--- src/rtl/actquant_seq_pkg.sv ---
// Shared types and constants for the activation requantizer sequencer.
package actquant_seq_pkg;

  typedef enum logic [2:0] {
    S_IDLE     = 3'd0,
    S_LD_SCALE = 3'd1,
    S_STREAM   = 3'd2,
    S_DRAIN    = 3'd3,
    S_DONE     = 3'd4
  } state_t;

  // In-flight depth: one psum SRAM read cycle plus two requantizer cycles.
  localparam int PIPE_LAT = 3;
  // Number of int8 lanes packed into one 32-bit activation word.
  localparam int LANES    = 4;

endpackage

--- src/rtl/actquant_seq_packer.sv ---
// act_packer: collects requantized bytes into a word, lane 0 in the low byte.
// A word is emitted in the same cycle its final byte arrives, either when the
// top lane fills or when the byte is the last pixel of its channel.
import actquant_seq_pkg::*;

module act_packer #(
  parameter int PARAM_BIT = 8
) (
  input  logic                       clk,
  input  logic                       rst_n,
  input  logic                       i_valid,
  input  logic                       i_last,
  input  logic [PARAM_BIT-1:0]       i_data,
  output logic                       o_wen,
  output logic [LANES-1:0]           o_bwe,
  output logic [LANES*PARAM_BIT-1:0] o_wdata
);

  localparam int LANE_W = $clog2(LANES);

  logic [LANE_W-1:0]          r_lane;
  logic [LANES-1:0]           r_bwe;
  logic [LANES*PARAM_BIT-1:0] r_word;

  logic [LANES-1:0]           w_mask;
  logic [LANES*PARAM_BIT-1:0] w_merged;
  logic                       w_flush;

  // Merge the incoming byte into the partial word and decide whether to write.
  always_comb begin
    w_mask   = LANES'(1) << r_lane;
    w_merged = r_word;
    w_merged[r_lane*PARAM_BIT +: PARAM_BIT] = i_data;
    w_flush  = i_valid && ((r_lane == LANE_W'(LANES-1)) || i_last);
    o_wen    = w_flush;
    o_bwe    = w_flush ? (r_bwe | w_mask) : '0;
    o_wdata  = w_flush ? w_merged : '0;
  end

  // Accumulate lanes; restart at lane 0 after every emitted word.
  always_ff @(posedge clk or negedge rst_n) begin
    if (!rst_n) begin
      r_lane <= '0;
      r_bwe  <= '0;
      r_word <= '0;
    end else if (i_valid) begin
      if (w_flush) begin
        r_lane <= '0;
        r_bwe  <= '0;
        r_word <= '0;
      end else begin
        r_lane <= r_lane + LANE_W'(1);
        r_bwe  <= r_bwe | w_mask;
        r_word <= w_merged;
      end
    end
  end

endmodule

--- src/rtl/actquant_seq.sv ---
// actquant_seq: streams channel-major partial sums through the external
// 2-cycle requantizer and packs the int8 results into activation SRAM words.
//
// Handshake: start is a single-cycle request honoured only in IDLE; the
// counts are captured with it. busy is high from the next cycle until the
// DONE cycle, in which done pulses once. Memory reads return one cycle after
// the address/enable; writes are single-cycle act_wen strobes with act_bwe.
import actquant_seq_pkg::*;

module actquant_seq #(
  parameter int PARAM_BIT   = 8,
  parameter int PARTIAL_BIT = 25,
  parameter int CH_W        = 8,
  parameter int PIX_W       = 12,
  parameter int ADDR_W      = 16
) (
  input  logic                   clk,
  input  logic                   rst_n,
  input  logic                   start,
  input  logic [CH_W-1:0]        ch_num,
  input  logic [PIX_W-1:0]       pix_num,
  output logic                   busy,
  output logic                   done,
  output logic [CH_W-1:0]        scale_addr,
  input  logic [15:0]            scale_rdata,
  output logic                   psum_cen,
  output logic [ADDR_W-1:0]      psum_addr,
  input  logic [PARTIAL_BIT-1:0] psum_rdata,
  output logic [15:0]            q_scale,
  output logic [PARTIAL_BIT-1:0] q_act_in,
  input  logic [PARAM_BIT-1:0]   q_act_out,
  output logic                   act_wen,
  output logic [3:0]             act_bwe,
  output logic [ADDR_W-1:0]      act_addr,
  output logic [31:0]            act_wdata,
  output state_t                 dbg_state
);

  state_t              r_state;
  state_t              w_next;
  logic [CH_W-1:0]     r_ch_num;
  logic [PIX_W-1:0]    r_pix_num;
  logic [CH_W-1:0]     r_ch;
  logic [PIX_W-1:0]    r_pix;
  logic [ADDR_W-1:0]   r_psum_addr;
  logic [ADDR_W-1:0]   r_act_addr;
  logic [15:0]         r_q_scale;
  logic [1:0]          r_drain_cnt;
  logic [PIPE_LAT-1:0] r_vld;
  logic [PIPE_LAT-1:0] r_last;

  logic                w_accept;
  logic                w_zero;
  logic                w_last_pix;
  logic                w_drain_end;
  logic                w_more_ch;
  logic [CH_W:0]       w_ch_inc;
  logic                w_wen;
  logic [3:0]          w_bwe;
  logic [31:0]         w_wdata;

  // Decode control conditions used by both the next-state logic and counters.
  always_comb begin
    w_accept    = (r_state == S_IDLE) && start;
    w_zero      = (ch_num == '0) || (pix_num == '0);
    w_last_pix  = (r_pix == (r_pix_num - PIX_W'(1)));
    w_drain_end = (r_drain_cnt == 2'(PIPE_LAT-1));
    w_ch_inc    = {1'b0, r_ch} + (CH_W+1)'(1);
    w_more_ch   = (w_ch_inc < {1'b0, r_ch_num});
  end

  // Next-state logic.
  always_comb begin
    w_next = r_state;
    case (r_state)
      S_IDLE:     if (start) w_next = w_zero ? S_DONE : S_LD_SCALE;
      S_LD_SCALE: w_next = S_STREAM;
      S_STREAM:   if (w_last_pix) w_next = S_DRAIN;
      S_DRAIN:    if (w_drain_end) w_next = w_more_ch ? S_LD_SCALE : S_DONE;
      S_DONE:     w_next = S_IDLE;
      default:    w_next = S_IDLE;
    endcase
  end

  // State register.
  always_ff @(posedge clk or negedge rst_n) begin
    if (!rst_n) r_state <= S_IDLE;
    else        r_state <= w_next;
  end

  // Layer counters, read address, per-channel scale latch and drain timer.
  always_ff @(posedge clk or negedge rst_n) begin
    if (!rst_n) begin
      r_ch_num    <= '0;
      r_pix_num   <= '0;
      r_ch        <= '0;
      r_pix       <= '0;
      r_psum_addr <= '0;
      r_q_scale   <= '0;
      r_drain_cnt <= '0;
    end else begin
      case (r_state)
        S_IDLE: begin
          if (w_accept && !w_zero) begin
            r_ch_num    <= ch_num;
            r_pix_num   <= pix_num;
            r_ch        <= '0;
            r_pix       <= '0;
            r_psum_addr <= '0;
            r_drain_cnt <= '0;
          end
        end
        S_STREAM: begin
          // The scale read issued in LD_SCALE is valid now; the pipeline is
          // empty, so switching the scale cannot corrupt an in-flight pixel.
          if (r_pix == '0) r_q_scale <= scale_rdata;
          r_psum_addr <= r_psum_addr + ADDR_W'(1);
          r_pix       <= w_last_pix ? '0 : r_pix + PIX_W'(1);
        end
        S_DRAIN: begin
          if (w_drain_end) begin
            r_drain_cnt <= '0;
            if (w_more_ch) r_ch <= w_ch_inc[CH_W-1:0];
          end else begin
            r_drain_cnt <= r_drain_cnt + 2'd1;
          end
        end
        default: ;
      endcase
    end
  end

  // Valid/last shift register following each read to the requantizer output.
  always_ff @(posedge clk or negedge rst_n) begin
    if (!rst_n) begin
      r_vld  <= '0;
      r_last <= '0;
    end else begin
      r_vld  <= {r_vld[PIPE_LAT-2:0],  (r_state == S_STREAM)};
      r_last <= {r_last[PIPE_LAT-2:0], (r_state == S_STREAM) && w_last_pix};
    end
  end

  // Activation write address advances once per emitted word.
  always_ff @(posedge clk or negedge rst_n) begin
    if (!rst_n)                        r_act_addr <= '0;
    else if (w_accept && !w_zero)      r_act_addr <= '0;
    else if (w_wen)                    r_act_addr <= r_act_addr + ADDR_W'(1);
  end

  act_packer #(.PARAM_BIT(PARAM_BIT)) u_packer (
    .clk     (clk),
    .rst_n   (rst_n),
    .i_valid (r_vld[PIPE_LAT-1]),
    .i_last  (r_last[PIPE_LAT-1]),
    .i_data  (q_act_out),
    .o_wen   (w_wen),
    .o_bwe   (w_bwe),
    .o_wdata (w_wdata)
  );

  // Output drive.
  always_comb begin
    busy       = (r_state == S_LD_SCALE) || (r_state == S_STREAM) ||
                 (r_state == S_DRAIN);
    done       = (r_state == S_DONE);
    scale_addr = r_ch;
    psum_cen   = (r_state == S_STREAM);
    psum_addr  = r_psum_addr;
    q_scale    = r_q_scale;
    q_act_in   = psum_rdata;
    act_wen    = w_wen;
    act_bwe    = w_bwe;
    act_addr   = r_act_addr;
    act_wdata  = w_wdata;
    dbg_state  = r_state;
  end

endmodule

--- config.mk ---
export PLATFORM = sky130hd
export DESIGN_NAME = actquant_seq
export DESIGN_NICKNAME = d
export VERILOG_FILES = /design/src/rtl/actquant_seq_pkg.sv /design/src/rtl/actquant_seq_packer.sv /design/src/rtl/actquant_seq.sv
export SDC_FILE = /design/constraint.sdc
export NUM_CORES = 1
export LEC_CHECK = 0
export ABC_AREA = 1
export CORE_ASPECT_RATIO = 0.8
export CORE_MARGIN = 2
export CORE_UTILIZATION = 35
export DETAILED_ROUTE_END_ITERATION = 6
export PLACE_DENSITY = 0.7
export SETUP_SLACK_MARGIN = 0.5
export SYNTH_ARGS = -nofsm -noshare
export SYNTH_HDL_FRONTEND = slang
export SYNTH_SLANG_ARGS = --single-unit
--- constraint.sdc ---
create_clock -name clk -period 2.37 [get_ports clk]
set_input_delay 0.5925 -clock clk [delete_from_list [all_inputs] [get_ports clk]]
set_output_delay 0.5925 -clock clk [all_outputs]
set_load 0.01 [all_outputs]
==> results of run 1 <==
[layout make-up]
cell class,count,area [µm²],share of cell area [%]
Timing Repair Buffer,334,3190,25.7
Clock inverter,8,93.8,0.756
Multi-Input combinational cell,617,4390,35.4
Clock buffer,23,488,3.93
Antenna cell,1,2.50,0.0202
Inverter,113,468,3.77
Tap cell,269,337,2.71
Sequential cell,137,3440,27.7
[metal layers]
layer / global-route usage (%) / wire [µm]
met5: 0 / 0
met4: 5.85 / 352
met3: 4.89 / 1420
met2: 34.4 / 11600
met1: 27.5 / 10700
[report_power, final]
| group | leakage (nW) | internal (mW) | switching, mW |
|---|---|---|---|
| Sequential | 1.79 | 3.19 | 0.750 |
| Clock | 0.293 | 1.65 | 1.01 |
| Combinational | 3.77 | 4.15 | 4.51 |
[repair_timing]
item                                   4_1_cts  5_1_grt
pin swaps                                   94       84
setup endpoints to repair                  183      135
setup buffers                               74       32
endpoints found under the hold margin        0        0
gates resized for setup                    437      132
cloned                                       3        2
[Yosys cell counts (all sizes together)]
cell type and instances:
nand2 199, dfrtp 137, inv 109, nor2 103, o21ai 74, nand3 43, buf 35, a22oi 24
xor2 24, nor3 23, ha 19, nand4 19, a21oi 18, mux2 16, o22ai 15, clkbuf 13
a32oi 9, nor4 9, xnor2 5, clkinv 4, nand3b 3, nor3b 3, o31ai 3, or2 3
a21boi 1, a22o 1, o21a 1, o21bai 1, o32ai 1
[flip-flops by register name, indices dropped and copies added, names as in the netlist]
register and count:
u_packer.r_word 32, dbg_state 3, r_ch_num 8, r_pix 12, act_addr 16, r_vld 3, r_pix_num 12, scale_addr 8
r_drain_cnt 2, u_packer.r_lane 2, q_scale 16, u_packer.r_bwe 4, r_last 3, psum_addr 16
[kinds of logic after synthesis]
family / synth area share (%)
AOI/OAI and AO/OA: 11.9
and+or+nand+nor: 23.8
adders and majority gates: 3.18
muxes: 2.41
xor gates and xnor gates: 3.40
DFF: 45.8
buffers and inverters: 9.50
[path summary, 6_finish.rpt]
check,from,to,slack [ns],cells after the start
setup / recovery,u_packer.r_lane[1]$_DFFE_PN0P_,act_wdata[3],-0.32,10
max in group asynchronous,rst_n,q_scale[12]$_DFFE_PN0P_,1.59,2
setup reg to reg,scale_addr[0]$_DFFE_PN0P_,scale_addr[2]$_DFFE_PN0P_,-0.09,15
min in group clk,r_vld[1]$_DFF_PN0_,r_vld[2]$_DFF_PN0_,0.34,0
hold / removal,rst_n,u_packer.r_word[4]$_DFFE_PN0P_,0.11,1
hold reg to reg,r_vld[1]$_DFF_PN0_,r_vld[2]$_DFF_PN0_,0.34,0
[through the flow]
stage	instance area (µm²)	hold WS (ns)	util [%]
after floorplan	7880	0.297	-
after CTS	11700	0.143	56.1
final	12400	0.112	59.6
after detailed placement	9980	0.337	47.9
after global placement	9980	0.336	47.9
after global routing	12400	0.140	59.6
[worst reg2reg max path: cells and delay by family, from the launching register on]
family          cells  cell delay, ns
flops               1            0.41
xor+xnor            1            0.23
simple gates       11            1.26
fa+ha+maj           1            0.28
compound gates      1            0.09
buf+inv             1            0.11
==> flow_summary.json, run 1 <==
{
  "outcome": "complete, but fails checks",
  "violations": "design-rule violations, negative setup slack",
  "rsz0062_at_grt": "yes",
  "cts_buffers": 17,
  "cp.arrival_ns": 2.09,
  "tightestPinTransition_ns": 0.533,
  "critical_path_class": "reg2out",
  "final_nets": 1311,
  "cts_max_path_buffers": 2,
  "fin_crit_ns": 2.69,
  "clk_pin_slew_ns": 0.06,
  "drive_gt1_share_pct": 40.4,
  "fin_ws_ns": -0.316,
  "crit_slowest_cell": "dfrtp_1",
  "die-area_um2": 22600,
  "core_area_um2": 20800,
  "groute.usage.overall_pct": 20.8,
  "most-common-layout-cells": "nand2_1 (174), dfrtp_1 (126), buf_4 (114)",
  "synth_seq_cells": 137,
  "setup_violations": 44,
  "skew_ns": 0.0112,
  "power.density_nw_per_um2": 1230,
  "drc": 24,
  "cts_tree": "built",
  "rows": 47,
  "die_h_um": 135,
  "ys.warnings.count": 0,
  "grt_pass1_vias": 7394,
  "route.vias.total": 7647,
  "synth.avg_cell_area_um2": 8.18,
  "cp_top_family": "buffers and inverters",
  "crit_top_cell": "buf_6",
  "overflow": 0,
  "place_ws_ns": -0.504,
  "wl_per_cell_um": 16.0,
  "root_buffer": "clkbuf_16",
  "startpoint_type": "flip-flop",
  "critPathBufInv": 6,
  "drtAntennaViolNets": 0,
  "leakage_nw": 5.86,
  "insertion_delay_ns": 0.42,
  "ys_types": 43,
  "cp-end-kind": "output port",
  "syn_area_um2": 7480,
  "grt_max_degree": 53,
  "initial_core_util_pct": 35.9,
  "hold_viol": 0,
  "wl_um": 24100,
  "min_period_over_period_pct": 113,
  "vdd_drop_max_v": 0.000608,
  "cp_cell_sequence": "inv_2 > ha_4 > clkinv_4 > nor4_4 > buf_4 > buf_6 > buf_6 > a22oi_2 > nor2_1 > buf_2",
  "antenna_found_initial": 1,
  "firstDrtPassIters": 7,
  "max-cap-violations": 0,
  "final_cells": 1502,
  "synthesis.nets": 1006,
  "timing.setup.tns_ns": -8.59,
  "postCtsHoldBufs": 0,
  "fmax_mhz": 372,
  "place_inst": 1359,
  "synth_area_leaders": "dfrtp_1 (46%), nand2_1 (9.9%), inv_1 (5.3%)",
  "pin_count": 196,
  "yosysTopAreaCell": "dfrtp_1",
  "final_common_cell": "nand2_1",
  "postSynthCellCount": 915,
  "via_per_inst": 5.09,
  "gp_congestion": 0.901,
  "io_buffers": 145,
  "area_growth_pct": 65.9,
  "first_iter_violations": 585,
  "crit_fanout": 3,
  "slew_headroom_pct": 64.4,
  "cts_max_level": 4,
  "power_mw": 15.3,
  "grt_pass1_wl_um": 37500,
  "slew_violations": 0,
  "fillers": 1761,
  "yosysSeqAreaShare_pct": 45.8,
  "critical_path_required_ns": 1.78,
  "cts_sinks": 137,
  "slowest_delay_ns": 0.39,
  "hold_class": "in2async",
  "dp_hpwl_um": 14800,
  "synth_top_cell_area_share_pct": 45.8,
  "die_x_um": 167
}
Note: power is estimated with default switching activity, not from simulation.
==> run 2, diff against run 1 <==
--- a/config.mk
+++ b/config.mk
@@ -10,7 +10,7 @@
 export CORE_MARGIN = 2
 export CORE_UTILIZATION = 35
 export DETAILED_ROUTE_END_ITERATION = 6
-export PLACE_DENSITY = 0.7
+export PLACE_DENSITY = 0.68
 export SETUP_SLACK_MARGIN = 0.5
 export SYNTH_ARGS = -nofsm -noshare
 export SYNTH_HDL_FRONTEND = slang
==> constraint.sdc (replaced) <==
create_clock -name clk -period 3 [get_ports clk]
set_input_delay 0.75 -clock clk [delete_from_list [all_inputs] [get_ports clk]]
set_output_delay 0.75 -clock clk [all_outputs]
set_load 0.01 [all_outputs]
==> flow_summary.json, run 2 (same netlist as run 1, synthesis figures left out) <==
{
  "die_x_um": 167,
  "clk_pin_slew_ns": 0.06,
  "final_nets": 1212,
  "vdd_drop_max_v": 0.000541,
  "insertion_delay_ns": 0.42,
  "final_core_util_pct": 52.1,
  "combPwrFrac_pct": 50.4,
  "die_h_um": 135,
  "tightestPinTransition_ns": 0.638,
  "most-common-layout-cells": "nand2_1 (191), dfrtp_1 (135), clkdlybuf4s50_1 (106)",
  "power.density_nw_per_um2": 997,
  "pin_count": 196,
  "route.vias.total": 7126,
  "cts_max_path_buffers": 2,
  "grt_pass1_wl_um": 34000,
  "wl_um": 21900,
  "critical_path_class": "reg2out",
  "top_register": "u_packer.r_word",
  "drc": 16,
  "groute.usage.overall_pct": 18.9,
  "cp-end-kind": "output port",
  "switching_power_mw": 4.42,
  "slew_headroom_pct": 57.4,
  "wl_per_cell_um": 15.6,
  "setup_violations": 0,
  "rsz0062_at_grt": "yes",
  "firstDrtPassIters": 7,
  "slew_violations": 0,
  "fmax_mhz": 347,
  "drtAntennaViolNets": 0,
  "met1_length_um": 10100,
  "slowest_delay_ns": 0.39,
  "min_period_over_period_pct": 96.2,
  "cp_cell_sequence": "inv_2 > ha_4 > clkinvlp_4 > nor4_4 > buf_4 > buf_6 > buf_6 > a22oi_2 > nor2_1 > buf_2",
  "rows": 47,
  "fin_crit_ns": 2.89,
  "core_area_um2": 20800,
  "die-area_um2": 22600,
  "routed-wl-met3_um": 1860,
  "postCtsHoldBufs": 0,
  "max-cap-violations": 0,
  "initial_core_util_pct": 35.9,
  "hold_slack_ns": 0.229,
  "p_seq_share_pct": 28.7,
  "grt_pass1_vias": 6730,
  "skew_ns": 0.0101,
  "cts_buffers": 17,
  "pwr-share-clk_pct": 20.9,
  "crit_slowest_cell": "dfrtp_1",
  "overflow": 0,
  "cts_sinks": 137,
  "first_iter_violations": 573,
  "fillers": 1842,
  "cp.arrival_ns": 2.14,
  "hold_viol": 0,
  "hold_class": "in2async",
  "outcome": "complete, but fails checks",
  "largest_reg_flops": 32,
  "met2_length_um": 9730,
  "dp_hpwl_um": 14000,
  "via_per_inst": 5.08,
  "dr.max_layer_used": "met4",
  "violations": "design-rule violations",
  "cts_max_level": 4,
  "crit_fanout": 3,
  "crit_top_cell": "buf_6",
  "gp_congestion": 0.849,
  "final_common_cell": "nand2_1",
  "antenna_cells": 0,
  "switching_share_pct": 40.9,
  "antenna_found_initial": 0,
  "power.internal_mw": 6.39,
  "area_growth_pct": 45.0,
  "drive_gt1_share_pct": 24.3,
  "cts_tree": "built",
  "startpoint_type": "flip-flop",
  "leakage_nw": 4.89,
  "root_buffer": "clkbuf_16",
  "critical_path_required_ns": 2.25,
  "io_buffers": 145,
  "grt_max_degree": 64
}
## run 2: metrics by stage
step	worst slack [ns]	TNS (ns)	cells	power, mW	instance area, µm²
after global routing	0.0264	0	1403	11.6	10800
final	0.114	0	1403	10.8	10800
after global placement	-0.112	-0.804	1309	7.24	9240
after CTS	0.142	0	1378	10.2	10300
after detailed placement	-0.118	-0.794	1309	7.34	9240
after floorplan	0.531	0	915	5.74	7500
## run 2: power groups by stage
stage / combinational (mW) / sequential, mW / clock [mW]
2_1_floorplan: 2.64 / 3.10 / 0
3_3_place_gp: 4.17 / 3.07 / 0
3_5_place_dp: 4.26 / 3.08 / 0
4_1_cts: 4.84 / 3.08 / 2.31
5_1_grt: 5.96 / 3.20 / 2.40
6_report: 5.45 / 3.11 / 2.26
## run 2: final cells by class
cell class                 instances  area (µm²)  area share, %
inverter                         113         452           4.16
multi-input combinational        617        3800           35.1
timing repair buffer             235        2200           20.3
clock inverter                    13         191           1.76
clock buffer                      19         433           3.99
sequential                       137        3430           31.6
tap                              269         337           3.10
## run 2: per-layer routing
metal,vias up,GRT usage [%]
met3,23,5.60
met5,-,0
li1,3413,-
met1,3403,26.5
met2,287,28.5
met4,0,5.36
## run 2: worst max-delay path: cells and delay by family, from the launching register on
| family | cells | cell delay [ns] |
|---|---|---|
| AOI/OAI and AO/OA | 1 | 0.05 |
| and+or+nand+nor | 2 | 0.39 |
| buffers and inverters | 6 | 0.75 |
| adders and majority gates | 1 | 0.16 |
| DFF | 1 | 0.39 |
## run 2: path summary, 6_finish.rpt
check                                               start                               to  slack [ns]  depth (start not counted)
min in group clk                      r_last[0]$_DFF_PN0_              r_last[1]$_DFF_PN0_        0.35                          0
min reg2reg                           r_last[0]$_DFF_PN0_              r_last[1]$_DFF_PN0_        0.35                          0
max in group asynchronous                           rst_n          act_addr[3]$_DFFE_PN0P_        1.94                          2
max                        u_packer.r_lane[1]$_DFFE_PN0P_                     act_wdata[2]        0.11                         10
min                                                 rst_n  u_packer.r_word[12]$_DFFE_PN0P_        0.23                          1
max reg2reg                     scale_addr[0]$_DFFE_PN0P_        scale_addr[4]$_DFFE_PN0P_        0.51                         15
## run 2: timing repair
action,in CTS,in global routing
gates cloned,2,2
pin swaps,30,40
endpoints found under the setup margin,46,50
setup buffers,35,23
resized for setup,218,84
==> variant: new RTL, config.mk and constraints of run 2 <==
Put a register stage on the output `act_wdata`. The value now appears one clock later. The other outputs are not delayed to match.
--- a/src/rtl/actquant_seq.sv
+++ b/src/rtl/actquant_seq.sv
@@ -36,4 +36,6 @@
   output state_t                 dbg_state
 );
+
+  logic [31:0] act_wdata_d;
 
   state_t              r_state;
@@ -173,6 +175,10 @@
     act_bwe    = w_bwe;
     act_addr   = r_act_addr;
-    act_wdata  = w_wdata;
+    act_wdata_d = w_wdata;
     dbg_state  = r_state;
+  end
+
+  always_ff @(posedge clk) begin
+    act_wdata <= act_wdata_d;
   end
 
Function: changed (a bounded check fails within 10 cycles, from zero or initial values and one cycle with rst_n low).
==> variant against run 2 <==
Sequential cell count is 32 higher; power down 3.5%; final area shrank 0.37%; register-to-register slack got worse by 60 ps; maximum frequency up 13%; count of clock-buffer cells in the layout down 1; first-iteration DRC count decreased by 6.8%; worst setup slack better by 330 ps; routed wire length fell by 5.2%; area after synthesis increased by 8.9%; critical path type is now register to register; largest power group unchanged.
==> variant: results (changes against run 2) <==
[finish]
inv_count = 129  ; was 113
buffers = 187  ; was 235
drive_gt1_frac = 0.125  ; was 0.243
buf_share = 0.166  ; was 0.203
clock_area_frac = 0.0567  ; was 0.0576
nFillCells = 2148  ; was 1842
multi_input_cells = 609  ; was 617

[critical_path]
crit_fanout = 7  ; was 3
crit_arrival_ps = 2910  ; was 2140 ps
path_delay_family = simple AND/OR/NAND/NOR gates  ; was buffers and inverters
critPathMaxStageDelay_ps = 440  ; was 390 ps

[detailed_routing]
via_per_inst = 4.88  ; was 5.08
met2_wirelength_um = 9590  ; was 9730 um
first_iter_violations = 534  ; was 573
drt_pass1_iterations = 5  ; was 7
met3_length_um = 1370  ; was 1860 um
drt-met1-wl_um = 9480  ; was 10100 um
finalWirelength_um = 20800  ; was 21900 um

[clocking]
cts.repair.resized = 43  ; was 218
post_cts_buffers = 15  ; was 35

[synthesis]
synth_fa_ha_area_frac = 0.0323  ; was 0.0318
syn_nets = 1050  ; was 1006
ys_top_cells_by_area = dfrtp_1 42%, nand2_1 8.7%, dfxtp_1 7.9%  ; was dfrtp_1 46%, nand2_1 9.9%, inv_1 5.3%
ys_seq_area_frac = 0.500  ; was 0.458
async_flop_share = 0.811  ; was 1.00
synth_compound_area_frac = 0.113  ; was 0.119
yosys-top-cells-count = 188 x nand2_1, 137 x dfrtp_1, 120 x inv_1  ; was 198 x nand2_1, 137 x dfrtp_1, 105 x inv_1
netlist-cell-type-count = 44  ; was 43
synth_xor_area_frac = 0.0269  ; was 0.0340

[global_route]
grt_max_degree = 138  ; was 64
grt_usage = 0.173  ; was 0.189
antenna_found_initial = 1  ; was 0
first_global_vias = 6863  ; was 6730
use_met2 = 0.271  ; was 0.285
grtUsageMet3 = 0.0480  ; was 0.0560

[pwr]
power_leakage_nw = 4.69  ; was 4.89 nW
p_seq_mw = 3.58  ; was 3.11 mW
ir_drop_mv = 0.393  ; was 0.541 mV

[place]
place_area_um2 = 9820  ; was 9240 um2
hpwlAfterDp_um = 14400  ; was 14000 um
place_congestion = 0.815  ; was 0.849
post-place-ws_ps = 138  ; was -118 ps

[sta]
relSlewSlack = 0.461  ; was 0.574

[min_path]
holdCritPathClass = register to register  ; was input port to async pin

[status]
status = complete, no violations  ; was complete, but fails checks

## variant: cell count changes in the layout (fill, tap and decap cells not counted), sizes merged, moves of 8 or more
cell / change
dfxtp: +32
inv: +18
a21oi: +8
nand4: -8
a22oi: -8
o22ai: +11
nand3: +8
nand2: -9
clkdlybuf4s50: +32
buf: -78
## variant: per-stage QoR
stage	std cells	utilization	power, mW
floorplan	957	-	6.31
global placement	1375	0.433	7.72
detailed placement	1375	0.433	7.82
CTS	1422	0.471	10.3
global route	1432	0.476	11.3
finish	1432	0.476	10.4
## variant: final timing paths
check                              startpoint                  to  slack, ps  cells after the start
worst max-delay path            scale_addr[0]       scale_addr[3]        450                     16
worst min-delay path                r_last[1]           r_last[2]        350                      0
worst max register to register  scale_addr[0]       scale_addr[3]        450                     16
worst min register to register      r_last[1]           r_last[2]        350                      0
max in group asynchronous               rst_n  u_packer.r_lane[0]       1940                      2
min in group asynchronous               rst_n          q_scale[0]        370                      2
